`src/rtl/cnn_out_writer_pkg.sv`:
```
// Shared widths, layer constants and FSM encoding for the output writer.
package cnn_out_writer_pkg;

    localparam int IN_W     = 21;
    localparam int ACT_W    = 8;
    localparam int CORE_NUM = 3;
    localparam int WORD_W   = CORE_NUM * ACT_W;
    localparam int LANE_W   = $clog2(CORE_NUM);
    localparam int SHIFT_W  = 5;

    localparam logic [1:0] LAYER_RAW = 2'd2;

    typedef enum logic [1:0] {
        ST_IDLE = 2'd0,
        ST_RUN  = 2'd1,
        ST_DONE = 2'd2
    } state_t;

endpackage

```
`src/rtl/cnn_out_writer_requant_relu.sv`:
```
// ReLU, round-half-up right shift and saturation of one core result to an 8-bit activation.
module requant_relu
    import cnn_out_writer_pkg::*;
(
    input  logic [IN_W-1:0]    i_data,
    input  logic [SHIFT_W-1:0] i_shift,
    output logic [ACT_W-1:0]   o_act
);

    localparam int SUM_W = IN_W + 1;
    localparam int ACT_MAX = (1 << ACT_W) - 1;

    logic [SUM_W-1:0] relu;
    logic [SUM_W-1:0] rnd;
    logic [SUM_W-1:0] sum;
    logic [SUM_W-1:0] q;

    always_comb begin
        relu = i_data[IN_W-1] ? '0 : {1'b0, i_data};
        rnd  = '0;
        if (i_shift != '0)
            rnd = SUM_W'(1) << (i_shift - SHIFT_W'(1));
        // One extra bit of headroom keeps the rounding add from wrapping
        sum  = relu + rnd;
        q    = sum >> i_shift;
        o_act = (q > SUM_W'(ACT_MAX)) ? '1 : q[ACT_W-1:0];
    end

endmodule

```
`src/rtl/cnn_out_writer.sv`:
```
// Requantizes the core result stream, packs CORE_NUM activations per word and writes them to SRAM.
module cnn_out_writer
    import cnn_out_writer_pkg::*;
#(
    parameter int ADDR_W = 12,
    parameter int CNT_W  = 12
) (
    input  logic                clk,
    input  logic                rst_n,
    input  logic                i_start,
    input  logic [1:0]          i_layer_num,
    input  logic [SHIFT_W-1:0]  i_shift,
    input  logic [ADDR_W-1:0]   i_base_addr,
    input  logic [CNT_W-1:0]    i_num_out,
    input  logic                i_valid,
    input  logic [IN_W-1:0]     i_data,
    output logic                o_busy,
    output logic                o_wen,
    output logic [ADDR_W-1:0]   o_addr,
    output logic [WORD_W-1:0]   o_wdata,
    output logic                o_done
);

    state_t              state_q, state_d;
    logic                raw_q;
    logic [SHIFT_W-1:0]  shift_q;
    logic [CNT_W-1:0]    num_m1_q;
    logic [CNT_W-1:0]    cnt_q;
    logic [LANE_W-1:0]   lane_q;
    logic [ADDR_W-1:0]   addr_q;
    logic [WORD_W-1:0]   pack_q;

    logic                start_ok;
    logic                zero_job;
    logic                accept;
    logic                last_beat;
    logic                word_done;
    logic [ACT_W-1:0]    act;
    logic [WORD_W-1:0]   word_d;

    requant_relu u_requant (
        .i_data  (i_data),
        .i_shift (shift_q),
        .o_act   (act)
    );

    always_ff @(posedge clk or negedge rst_n) begin
        if (!rst_n) state_q <= ST_IDLE;
        else        state_q <= state_d;
    end

    always_comb begin
        state_d   = state_q;
        start_ok  = 1'b0;
        zero_job  = 1'b0;
        accept    = 1'b0;
        last_beat = cnt_q == num_m1_q;
        unique case (state_q)
            ST_IDLE: begin
                if (i_start) begin
                    start_ok = 1'b1;
                    if (i_num_out == '0) zero_job = 1'b1;
                    else                 state_d  = ST_RUN;
                end
            end
            ST_RUN: begin
                if (i_valid) begin
                    accept = 1'b1;
                    if (last_beat) state_d = ST_DONE;
                end
            end
            ST_DONE: state_d = ST_IDLE;
            default: state_d = ST_IDLE;
        endcase

        word_done = accept && (raw_q || last_beat || (lane_q == LANE_W'(CORE_NUM - 1)));

        word_d = pack_q;
        for (int unsigned k = 0; k < CORE_NUM; k++) begin
            if (lane_q == LANE_W'(k))
                word_d[k*ACT_W +: ACT_W] = act;
        end
        if (raw_q)
            word_d = {{(WORD_W-IN_W){i_data[IN_W-1]}}, i_data};
    end

    assign o_busy = (state_q == ST_RUN);

    always_ff @(posedge clk or negedge rst_n) begin
        if (!rst_n) begin
            raw_q    <= 1'b0;
            shift_q  <= '0;
            num_m1_q <= '0;
            cnt_q    <= '0;
            lane_q   <= '0;
            addr_q   <= '0;
            pack_q   <= '0;
            o_wen    <= 1'b0;
            o_addr   <= '0;
            o_wdata  <= '0;
            o_done   <= 1'b0;
        end else begin
            o_wen  <= 1'b0;
            o_done <= 1'b0;
            if (start_ok) begin
                raw_q    <= (i_layer_num == LAYER_RAW);
                shift_q  <= i_shift;
                num_m1_q <= i_num_out - CNT_W'(1);
                cnt_q    <= '0;
                lane_q   <= '0;
                pack_q   <= '0;
                addr_q   <= i_base_addr;
                o_done   <= zero_job;
            end
            if (accept) begin
                cnt_q <= cnt_q + CNT_W'(1);
                if (word_done) begin
                    o_wen   <= 1'b1;
                    o_addr  <= addr_q;
                    o_wdata <= word_d;
                    addr_q  <= addr_q + ADDR_W'(1);
                    lane_q  <= '0;
                    pack_q  <= '0;
                end else begin
                    lane_q  <= lane_q + LANE_W'(1);
                    pack_q  <= word_d;
                end
                o_done <= last_beat;
            end
        end
    end

endmodule

```
`config.mk`:
```
export PLATFORM = sky130hd
export DESIGN_NAME = cnn_out_writer
export DESIGN_NICKNAME = d
export VERILOG_FILES = /design/src/rtl/cnn_out_writer_pkg.sv /design/src/rtl/cnn_out_writer_requant_relu.sv /design/src/rtl/cnn_out_writer.sv
export SDC_FILE = /design/constraint.sdc
export NUM_CORES = 1
export LEC_CHECK = 0
export CORE_UTILIZATION = 35
export CTS_CLUSTER_DIAMETER = 100
export DETAILED_ROUTE_END_ITERATION = 7
export PLACE_DENSITY = 0.59
export SYNTH_ARGS = -nofsm -noshare
export SYNTH_HDL_FRONTEND = slang
export SYNTH_SLANG_ARGS = --single-unit
```
`constraint.sdc`:
```
create_clock -name clk -period 3.9 [get_ports clk]
set_input_delay 0.975 -clock clk [delete_from_list [all_inputs] [get_ports clk]]
set_output_delay 0.975 -clock clk [all_outputs]
set_load 0.05 [all_outputs]
```
==> results by group <==
Status
  • Run status: complete, but fails checks
  • Violated checks: setup timing

Synthesis
  • Number of enable-type register cells in the synthesized netlist: 0
  • Mean area per synthesized cell: 7.94 µm²
  • Synth Instances: a little under 1000
  • Number of nets in the synthesized netlist: 1049
  • Number of synthesis warnings: 0
  • Main flop type after synthesis: sky130_fd_sc_hd__dfrtp_1
  • Share of the yosys chip area belonging to registers: a little over a third
  • Library cell with the largest summed area after synthesis: sky130_fd_sc_hd__dfrtp_1
  • Top cells by area in the synthesized netlist: sky130_fd_sc_hd__dfrtp_1, sky130_fd_sc_hd__nand2_1, sky130_fd_sc_hd__nor2_1, sky130_fd_sc_hd__o21ai_0, sky130_fd_sc_hd__ha_1
  • Async set or reset register ratio after synthesis: 100%
  • Fraction of post-synthesis cell area in the top cell type by area: between 30% and 40%
  • Number of flip-flops and latches in the synthesized netlist: 108
  • Number of distinct standard cells referenced by the synthesized netlist: 74
  • Synthesized cell area: roughly 7700 µm²

Setup path
  • Data arrival time of the critical path: 4.47 ns
  • Worst reg2reg setup slack: -0.26 ns
  • Setup crit start kind: input port
  • Maximum fanout along the worst path: 5
  • Beginning of the worst register-to-register path: shift_q[3]
  • Type of element capturing the critical path: flip-flop
  • Classification of the worst setup path: input port to flip-flop
  • Required time at the endpoint of the critical path: 4.13 ns
  • RR Endpoint: o_wdata[21]
  • Depth of the worst register-to-register path: 19

Routing
  • # DRC: 0
  • DRT Wirelength: 28300 µm
  • Via count: 8431
  • WL per Instance: 18.6 µm
  • Vias per cell: 5.55
  • Number of iterations in the first detailed-routing pass: 5
  • Detailed Route Iter0 Violations: 481
  • Post-detailed-route count of antenna-violating nets: 0

STA
  • Number of endpoints with negative hold slack in the final report: 0
  • Fraction of the cycle the final worst path needs: 109%
  • WHS: between 0.4 and 0.5 ns
  • Maximum clock frequency: 236 MHz
  • Period minus WS final: 4.24 ns
  • Final worst setup slack: -0.335 ns
  • Worst slew slack as a fraction of its limit: 43.1%
  • Setup-violating endpoint count in the final report: 40
  • Max-slew violation count: 0
  • Setup repair after global routing missed its margin: true
  • Transition time at the pin with the least slew margin: 0.850 ns
  • Clock Skews: around 0.011 ns

Pwr
  • Proportion of power drawn by the clock network: 10.5%
  • Proportion of power drawn by flip-flops and latches: a little over 20%
  • Pint: 4.65 mW
  • Largest vdd supply drop: 0.571 mV
  • Power Density: around 770 nW/µm²
  • Reported leakage power: slightly above 5 nW
  • Part of the total power dissipated in combinational logic: 68.9%
  • Power dissipated by switching net loads: roughly 4.5 mW
  • Proportion of total power due to net switching: 49.1%

Placed design
  • Setup slack at placement: -1.25 ns
  • Number of instances in the placed design: 1455
  • Gpl congestion: approximately 0.94
  • Cell Area, Placed: 10100 µm²
  • Number of buffer cells added on primary ports: 94
  • HPWL after detailed placement: 20400 µm

Layout
  • Leading cell type in the layout, fill and taps excluded: sky130_fd_sc_hd__buf_4
  • Final #Nets: 1322
  • Synthesis-to-layout area growth: 55.2%
  • Post-route insts no fill: about 1500
  • Final cell utilization of the core: approximately 56%
  • Final non-filler cell area: 11900 µm²
  • Sequential cell area: 2700 µm²
  • Ant diodes: 0
  • Most used cells in the layout excluding fill and tap cells: sky130_fd_sc_hd__buf_4, sky130_fd_sc_hd__nand2_1, sky130_fd_sc_hd__nor2_1, sky130_fd_sc_hd__dfrtp_1, sky130_fd_sc_hd__clkdlybuf4s50_1
  • Number of filler instances in the final layout: 1900
  • Total area of multi-input combinational cells: about 5700 µm²
  • Fraction of layout instances using a drive strength above 1: 33.0%

Clocking
  • Sinks on Clock Net: approximately 110
  • Clk Latency, worst-skew pair: 0.36 ns
  • Cell at the root of the clock tree: sky130_fd_sc_hd__clkbuf_16
  • Number of H-tree branching levels: 3
  • Clock slew seen by the registers of the worst setup and hold paths: roughly 0.08 ns
  • CTS buffer count: 9
  • TritonCTS clock tree: yes
  • Clock Path Buffers: 2

Die
  • Effective utilization at floorplan: 36.0%
  • Die width: 150 µm
  • Core Rows: 53
  • Floorplan Core Area: 21300 µm²
  • I/O pin total: 95
  • Total Die Area: 22500 µm²
  • Die extent in y: between 150 and 200 µm

Min path
  • Beginning of the worst hold path: o_addr[1]
  • Min-Delay Path Class: flip-flop to flip-flop
  • Cells on Worst Hold Path: 2
  • Hold EP: o_addr[1]

Global route
  • Global route overflow: 0
  • Global-route wire length before repair: 44400 µm
  • Number of global-route vias before repair: 8226
  • Number of antenna violations at the first check in global routing: 0
  • Global-route usage over all layers: roughly 26%
  • Pin count of the biggest net entering global routing: 61

Run
  • Max-cap violations: 0
-- power groups by stage --
stage | registers, mW | logic (mW) | clock network (mW)
after global routing | 1.93 | 6.72 | 1.02
after global placement | 1.89 | 5.23 | 0
after floorplan | 2.49 | 2.58 | 0
after CTS | 1.88 | 5.93 | 0.981
final | 1.88 | 6.29 | 0.959
after detailed placement | 1.90 | 5.26 | 0
-- critical path: stages --
cell and delay [ns]:
sky130_fd_sc_hd__buf_6 0.11, sky130_fd_sc_hd__buf_12 0.13, sky130_fd_sc_hd__buf_4 0.15, sky130_fd_sc_hd__nor2b_4 0.17, sky130_fd_sc_hd__ha_4 0.19, sky130_fd_sc_hd__nand4_1 0.21
sky130_fd_sc_hd__nor3_4 0.34, sky130_fd_sc_hd__o2111ai_4 0.20, sky130_fd_sc_hd__a31oi_4 0.25, sky130_fd_sc_hd__nor2b_4 0.08, sky130_fd_sc_hd__a221oi_4 0.34, sky130_fd_sc_hd__nand2_2 0.13
sky130_fd_sc_hd__mux4_2 0.50, sky130_fd_sc_hd__or3_4 0.36, sky130_fd_sc_hd__o311ai_4 0.09, sky130_fd_sc_hd__buf_6 0.16, sky130_fd_sc_hd__o22ai_2 0.07
-- registers in the layout, indices dropped and copies added, names as in the netlist --
register  cells
shift_q       5
state_q       2
cnt_q        12
pack_q       24
num_m1_q     12
o_wdata      24
o_addr       12
raw_q         1
o_wen         1
lane_q        2
o_done        1
addr_q       12
-- per-stage QoR --
| step | TNS, ns | power (mW) |
|---|---|---|
| floorplan | -10.03 | 5.07 |
| CTS | -8.84 | 8.79 |
| finish | -10.23 | 9.13 |
| global route | -14.53 | 9.68 |
| detailed placement | -46.32 | 7.16 |
| global placement | -46.72 | 7.12 |
-- how the worst max path moves through the flow --
stage | startpoint | to | slack [ns] | cells after the start
after CTS | shift_q[3] | pack_q[3] | -0.28 | 18
after global placement | i_data[20] | o_wdata[18] | -1.26 | 18
after detailed placement | i_data[20] | pack_q[3] | -1.25 | 16
after global routing | i_data[20] | o_wdata[12] | -0.40 | 19
final | i_data[20] | o_wdata[21] | -0.34 | 17
after floorplan | i_data[20] | o_wdata[14] | -0.31 | 17
-- per-layer routing --
| layer | track usage (%) | vias to the layer above | share of wire (%) |
|---|---|---|---|
| met3 | 3.32 | 58 | 4.6 |
| met2 | 41.9 | 260 | 48 |
| met4 | 8.79 | 0 | 3.2 |
| met1 | 34.5 | 4085 | 44 |
| met5 | 0 | - | 0 |
| li1 | - | 4028 | - |
-- Yosys cell counts (20+ instances only) --
library cell and n:
sky130_fd_sc_hd__nand2_1 143, sky130_fd_sc_hd__nor2_1 124, sky130_fd_sc_hd__dfrtp_1 108, sky130_fd_sc_hd__o21ai_0 79, sky130_fd_sc_hd__a21oi_1 61, sky130_fd_sc_hd__clkbuf_1 41
sky130_fd_sc_hd__ha_1 26, sky130_fd_sc_hd__a31oi_1 24, sky130_fd_sc_hd__nor2b_1 24, sky130_fd_sc_hd__o21ai_1 24, sky130_fd_sc_hd__inv_1 23, sky130_fd_sc_hd__a211oi_1 21
sky130_fd_sc_hd__xor2_1 21, sky130_fd_sc_hd__nand3_1 20
-- cell type report --
| cell class | instances | area share [%] |
|---|---|---|
| clock buffers | 9 | 1.89 |
| clock inverters | 7 | 0.725 |
| inverters | 28 | 0.883 |
| multi-input cells | 780 | 48.2 |
| flip-flops and latches | 108 | 22.7 |
| well taps | 275 | 2.89 |
| repair buffers | 312 | 22.7 |
-- kinds of logic (layout without fill, tap and decap cells) --
family,count (synthesis),in the layout,share of synthesized area (%)
compound gates,318,318,27.3
xor+xnor,37,37,4.32
fa+ha+maj,27,27,4.50
buf+inv,78,356,4.00
flops,108,108,35.2
mux,13,13,2.23
simple gates,385,385,22.5
-- timing repair --
| action | 4_1_cts | 5_1_grt |
|---|---|---|
| resized for setup | 214 | 52 |
| pin swaps | 84 | 38 |
| hold buffers | 0 | 0 |
| buffers inserted | 33 | 13 |
| cloned | 2 | 0 |
| endpoints found under the setup margin | 40 | 40 |
No activity file was read; power rests on OpenSTA's default activity.
==> edit 1: new RTL, same settings <==
Register the output `o_wdata` once more; this adds one clock of latency there. The other outputs are not delayed to match.
--- a/src/rtl/cnn_out_writer.sv
+++ b/src/rtl/cnn_out_writer.sv
@@ -20,6 +20,8 @@
     output logic [WORD_W-1:0]   o_wdata,
     output logic                o_done
 );
+
+    logic [WORD_W-1:0] o_wdata_s0;
 
     state_t              state_q, state_d;
     logic                raw_q;
@@ -97,7 +99,7 @@
             pack_q   <= '0;
             o_wen    <= 1'b0;
             o_addr   <= '0;
-            o_wdata  <= '0;
+            o_wdata_s0 <= '0;
             o_done   <= 1'b0;
         end else begin
             o_wen  <= 1'b0;
@@ -117,7 +119,7 @@
                 if (word_done) begin
                     o_wen   <= 1'b1;
                     o_addr  <= addr_q;
-                    o_wdata <= word_d;
+                    o_wdata_s0 <= word_d;
                     addr_q  <= addr_q + ADDR_W'(1);
                     lane_q  <= '0;
                     pack_q  <= '0;
@@ -130,5 +132,9 @@
         end
     end
 
+    always_ff @(posedge clk) begin
+        o_wdata <= o_wdata_s0;
+    end
+
 endmodule
 
Formal check against the unedited RTL: not equivalent (Yosys sat finds a counterexample within 4 cycles, from zero or initial values and one cycle with rst_n low).
==> edit 1 against the unedited design <==
  * The run still ends with setup timing left
  * Sequential share of layout area rose by 1.3 points
  * Synthesized cell count rose by 9.9%
  * Final area rose by 12%
  * Synthesized area rose by 14%
  * Core utilization fell by 1.5 points
  * Sequential cell count rose by 24
  * Total power rose by 16%
  * Setup slack got worse by 130 ps
  * Wire length rose by 8.5%
  * Global-route usage fell by 1.6 points
  * Critical path type unchanged
  * Critical endpoint is now pack_q[11]
  * Largest power group unchanged
==> edit 1: results (changes against the unedited design) <==
timing.critical_path.fanout_max: 7  # was 5
whs_endpoint: "o_wdata[17]"  # was o_addr[1]
finalWorstSetupSlack_ps: -465.7  # was -335.2 ps
final.setup.tns_ps: -15940  # was -10230 ps
power.share.sequential: 0.216  # was 0.206
hold_path.class: "register to register"  # unchanged
m1WireLength_mm: 14.10  # was 12.48 mm
failing_checks: "setup timing"  # unchanged
met1_usage: 0.3452  # was 0.3449
final_design_area_no_fill_um2: 13280  # was 11910 um2
grtUsageTotal: 0.2398  # was 0.2554
synth.area.top_cells: "dfrtp_1, nand2_1, dfxtp_1"  # was dfrtp_1, nand2_1, nor2_1
routed_wire_length_per_instance_um: 18.27  # was 18.64 um
postCtsSetupRepairBufs: 21  # was 33
placed_cells_incl_taps: 1615  # was 1455
grt.met3_usage: 0.04130  # was 0.03323
clk-insertion-delay-late_ps: 420  # was 360 ps
met3WireLength_mm: 2.055  # was 1.299 mm
detailed_placement_wirelength_estimate_mm: 22.48  # was 20.40 mm
cts-buffers-inserted: 17  # was 9
drtIter0Drc: 805  # was 481
min_delay_startpoint: "o_wdata_s0[17]"  # was o_addr[1]
cts.repair.resized: 137  # was 214
fin_worst_skew_ps: 21.53  # was 11.49 ps
cpMaxStageDelayCell: "clkdlybuf4s50_1"  # was mux4_2
routed-via-count: 9394  # was 8431
final_net_count: 1427  # was 1322
netlist_instances: 1062  # was 966
final-setup-viol-count: 40  # unchanged
holdWs_ps: 367.3  # was 480.6 ps
fill_cells: 2242  # was 1900
grt_start_max_net_pins: 65  # was 61
cts.htree.levels: 4  # was 3
timing.reg2reg.worst_path_depth: 21  # was 19
globalplace.congestion: 0.9157  # was 0.9382
placement.setup.worst_slack_ps: -1660  # was -1246 ps
timing_worst_slew_pin_value_ps: 860.9  # was 849.6 ps
gr-usage-met2: 0.3652  # was 0.4185
result_of_the_run: "complete, but fails checks"  # unchanged
crit_arrival_ps: 4620  # was 4470 ps
clk_transition_reported_paths_ps: 60  # was 80 ps
top_regs: "o_wdata x24, o_wdata_s0 x24, pack_q x24"  # was o_wdata x24, pack_q x24
synth_common_cells: "nand2_1, dfrtp_1, nor2_1"  # was nand2_1, nor2_1, dfrtp_1
wire_length_of_the_first_global_routing_pass_mm: 48.87  # was 44.43 mm
reg2reg_capture_point: "o_wdata_s0[11]"  # was o_wdata[21]
vias_per_cell: 5.588  # was 5.550
min_delay_path_depth: 0  # was 2
synth_sequential_area_ratio: 0.3646  # was 0.3523
critical_path.reg2reg.startpoint: "shift_q[4]"  # was shift_q[3]
wl_met2_mm: 13.72  # was 13.64 mm
switchingPower_mw: 4.851  # was 4.478 mW
ir_worst_vdd_v: 0.0003778  # was 0.0005706 V
postPlaceCellArea_um2: 11460  # was 10080 um2
synth-async-reset-ratio: 0.8182  # was 1.000
vias_in_the_first_global_route: 9089  # was 8226
yosys.cell_types.count: 90  # was 74
drive_gt1_frac: 0.3228  # was 0.3304
leakagePower_nw: 5.721  # was 5.112 nW
-- edit 1: cell type report --
type                            count  area share
Multi-Input combinational cell    832      0.4582
Sequential cell                   132      0.2397
Tap cell                          324     0.03052
Inverter                           28    0.007913
Clock buffer                       18     0.03231
Timing Repair Buffer              333      0.2161
Clock inverter                     14     0.01526
-- edit 1: power by group through the flow --
stage	registers, mW	clock network (mW)	logic (mW)
5_1_grt	2.34	1.81	7.02
2_1_floorplan	2.84	0	2.79
3_3_place_gp	2.27	0	5.60
4_1_cts	2.27	1.74	6.13
6_report	2.28	1.71	6.57
3_5_place_dp	2.29	0	5.63
-- edit 1: kinds of logic (layout without fill, tap and decap cells) --
logic type / after synthesis / in the layout / share of synthesized area
mux: 18 / 18 / 0.02451
buf+inv: 98 / 393 / 0.04515
simple gates: 423 / 423 / 0.2272
xor+xnor: 32 / 32 / 0.03210
fa+ha+maj: 27 / 27 / 0.03956
compound gates: 332 / 332 / 0.2669
flops: 132 / 132 / 0.3646
-- edit 1: critical path, delay by kind of cell --
family | cells | cell delay, ps
AO/OA/AOI/OAI | 7 | 1240
multiplexers | 1 | 220
adder cells (fa/ha/maj) | 1 | 370
buffers and inverters | 5 | 1180
AND/OR/NAND/NOR | 2 | 650
-- edit 1: worst max-delay path by stage --
stage                           from             end  slack (ps)  cells past startpoint
after floorplan           i_data[20]       pack_q[3]        -690                     17
after global placement    i_data[20]  o_wdata_s0[17]       -1700                     17
after detailed placement  i_data[20]  o_wdata_s0[17]       -1660                     18
after CTS                 shift_q[4]  o_wdata_s0[17]        -460                     20
after global routing      shift_q[3]       pack_q[3]        -630                     21
final                     i_data[19]      pack_q[11]        -470                     16
==> edit 2: new RTL, same flow settings <==
Without the edit above. Change the parameter `CNT_W` from 12 to 18.
--- a/src/rtl/cnn_out_writer.sv
+++ b/src/rtl/cnn_out_writer.sv
@@ -3,7 +3,7 @@
     import cnn_out_writer_pkg::*;
 #(
     parameter int ADDR_W = 12,
-    parameter int CNT_W  = 12
+    parameter int CNT_W  = 18
 ) (
     input  logic                clk,
     input  logic                rst_n,
Ports: changed (resized i_num_out); port bits go from 95 to 101. No check against the original RTL was run, so the function may have changed too.
==> edit 2 against the unedited design <==
  * The run still ends with setup timing left
  * Via count rose by 12%
  * Synthesized area rose by 16%
  * Setup slack got worse by 16 ps
  * Final area rose by 12%
  * Clock skew rose by 2.5 ps
  * Total power rose by 5.3%
  * Sequential cell count rose by 12
  * Wire length rose by 14%
  * Largest cell class unchanged
  * Largest power group unchanged
==> edit 2: results (changes against the unedited design) <==
grt_start_max_net_pins: 55  # was 61
vias_per_cell: 5.499  # was 5.550
max_slew_margin: 0.4202  # was 0.4315
result_of_the_run: "complete, but fails checks"  # unchanged
grtUsageTotal: 0.2518  # was 0.2554
detailed_placement_wirelength_estimate_mm: 23.84  # was 20.40 mm
postPlaceCellArea_um2: 11600  # was 10080 um2
min_delay_startpoint: "o_addr[2]"  # was o_addr[1]
fill_cells: 2284  # was 1900
critPathMaxStageDelay_ps: 380  # was 500 ps
yosys.cell_types.count: 88  # was 74
whs_endpoint: "o_addr[2]"  # was o_addr[1]
placement.setup.worst_slack_ps: -1386  # was -1246 ps
finalWorstSetupSlack_ps: -351.7  # was -335.2 ps
final.setup.tns_ps: -9616  # was -10230 ps
reg2reg_capture_point: "pack_q[7]"  # was o_wdata[21]
ir_worst_vdd_v: 0.0004382  # was 0.0005706 V
crit_family: "compound AO/OA/AOI/OAI gates"  # was simple AND/OR/NAND/NOR gates
timing.reg2reg.worst_path_depth: 22  # was 19
leakagePower_nw: 5.675  # was 5.112 nW
critical_path.reg2reg.startpoint: "shift_q[2]"  # was shift_q[3]
timing.critical_path.fanout_max: 6  # was 5
placed_cells_incl_taps: 1657  # was 1455
cts-buffers-inserted: 17  # was 9
final-setup-viol-count: 41  # was 40
failing_checks: "setup timing"  # unchanged
drtIter0Drc: 642  # was 481
[edit 2: cell count changes after synthesis, moves of 6 or more]
cell,delta
a31oi_1,-18
o22ai_1,-9
xnor2_1,+19
and2_1,+7
nand2_1,+27
nand4_1,+9
o21ai_0,+13
a21oi_1,+16
a21oi_2,+6
and3_1,+10
dfrtp_1,+12
clkbuf_1,+8
[edit 2: area by class of cell]
cell class,instances,area share
repair buffers,332,0.2116
clock inverters,13,0.01088
well taps,324,0.03039
clock buffers,19,0.03245
flip-flops and latches,120,0.2254
multi-input cells,890,0.4820
inverters,26,0.007315
[edit 2: worst min-delay path, cell delays in order (launching register included)]
cell	delay, ps
dfrtp_1	340
nand2_1	50
nand2_1	50
[edit 2: per-layer routing]
layer	up-vias	track usage	wire length (um)	share of wire
met5	-	0	0	0
met4	0	0.08919	991	0.031
met3	50	0.03210	1737	0.054
met2	306	0.4109	15160	0.47
met1	4570	0.3420	14410	0.45
li1	4555	-	-	-
[edit 2: kinds of logic after synthesis]
| logic type | share of synthesized area |
|---|---|
| AO/OA/AOI/OAI | 0.2614 |
| adder cells (fa/ha/maj) | 0.03889 |
| AND/OR/NAND/NOR | 0.2364 |
| buffers and inverters | 0.04396 |
| XOR/XNOR | 0.05298 |
| flip-flops | 0.3382 |
| multiplexers | 0.02818 |
[edit 2: what timing repair did]
item | in CTS | in global routing
buffers inserted | 29 | 5
endpoints found under the setup margin | 41 | 41
cloned | 1 | 0
gates resized for setup | 179 | 58
endpoints found under the hold margin | 0 | 0
pin swaps | 77 | 37
[edit 2: power by group through the flow]
| stage | registers, mW | logic, mW | clock network (mW) |
|---|---|---|---|
| 2_1_floorplan | 2.63 | 2.52 | 0 |
| 3_3_place_gp | 2.07 | 5.10 | 0 |
| 3_5_place_dp | 2.07 | 5.12 | 0 |
| 4_1_cts | 2.07 | 5.74 | 1.58 |
| 5_1_grt | 2.13 | 6.38 | 1.65 |
| 6_report | 2.07 | 5.97 | 1.57 |
[edit 2: worst max-delay path by stage]
stage                       end  depth (start not counted)  slack, ps       start
finish                pack_q[7]                         19       -350   i_data[7]
CTS                  o_wdata[9]                         20       -270  shift_q[4]
detailed placement   o_wdata[7]                         17      -1390  i_data[20]
global route        o_wdata[20]                         20       -530  shift_q[4]
global placement    o_wdata[16]                         17      -1300  i_data[20]
floorplan           o_wdata[20]                         17       -400  i_data[20]
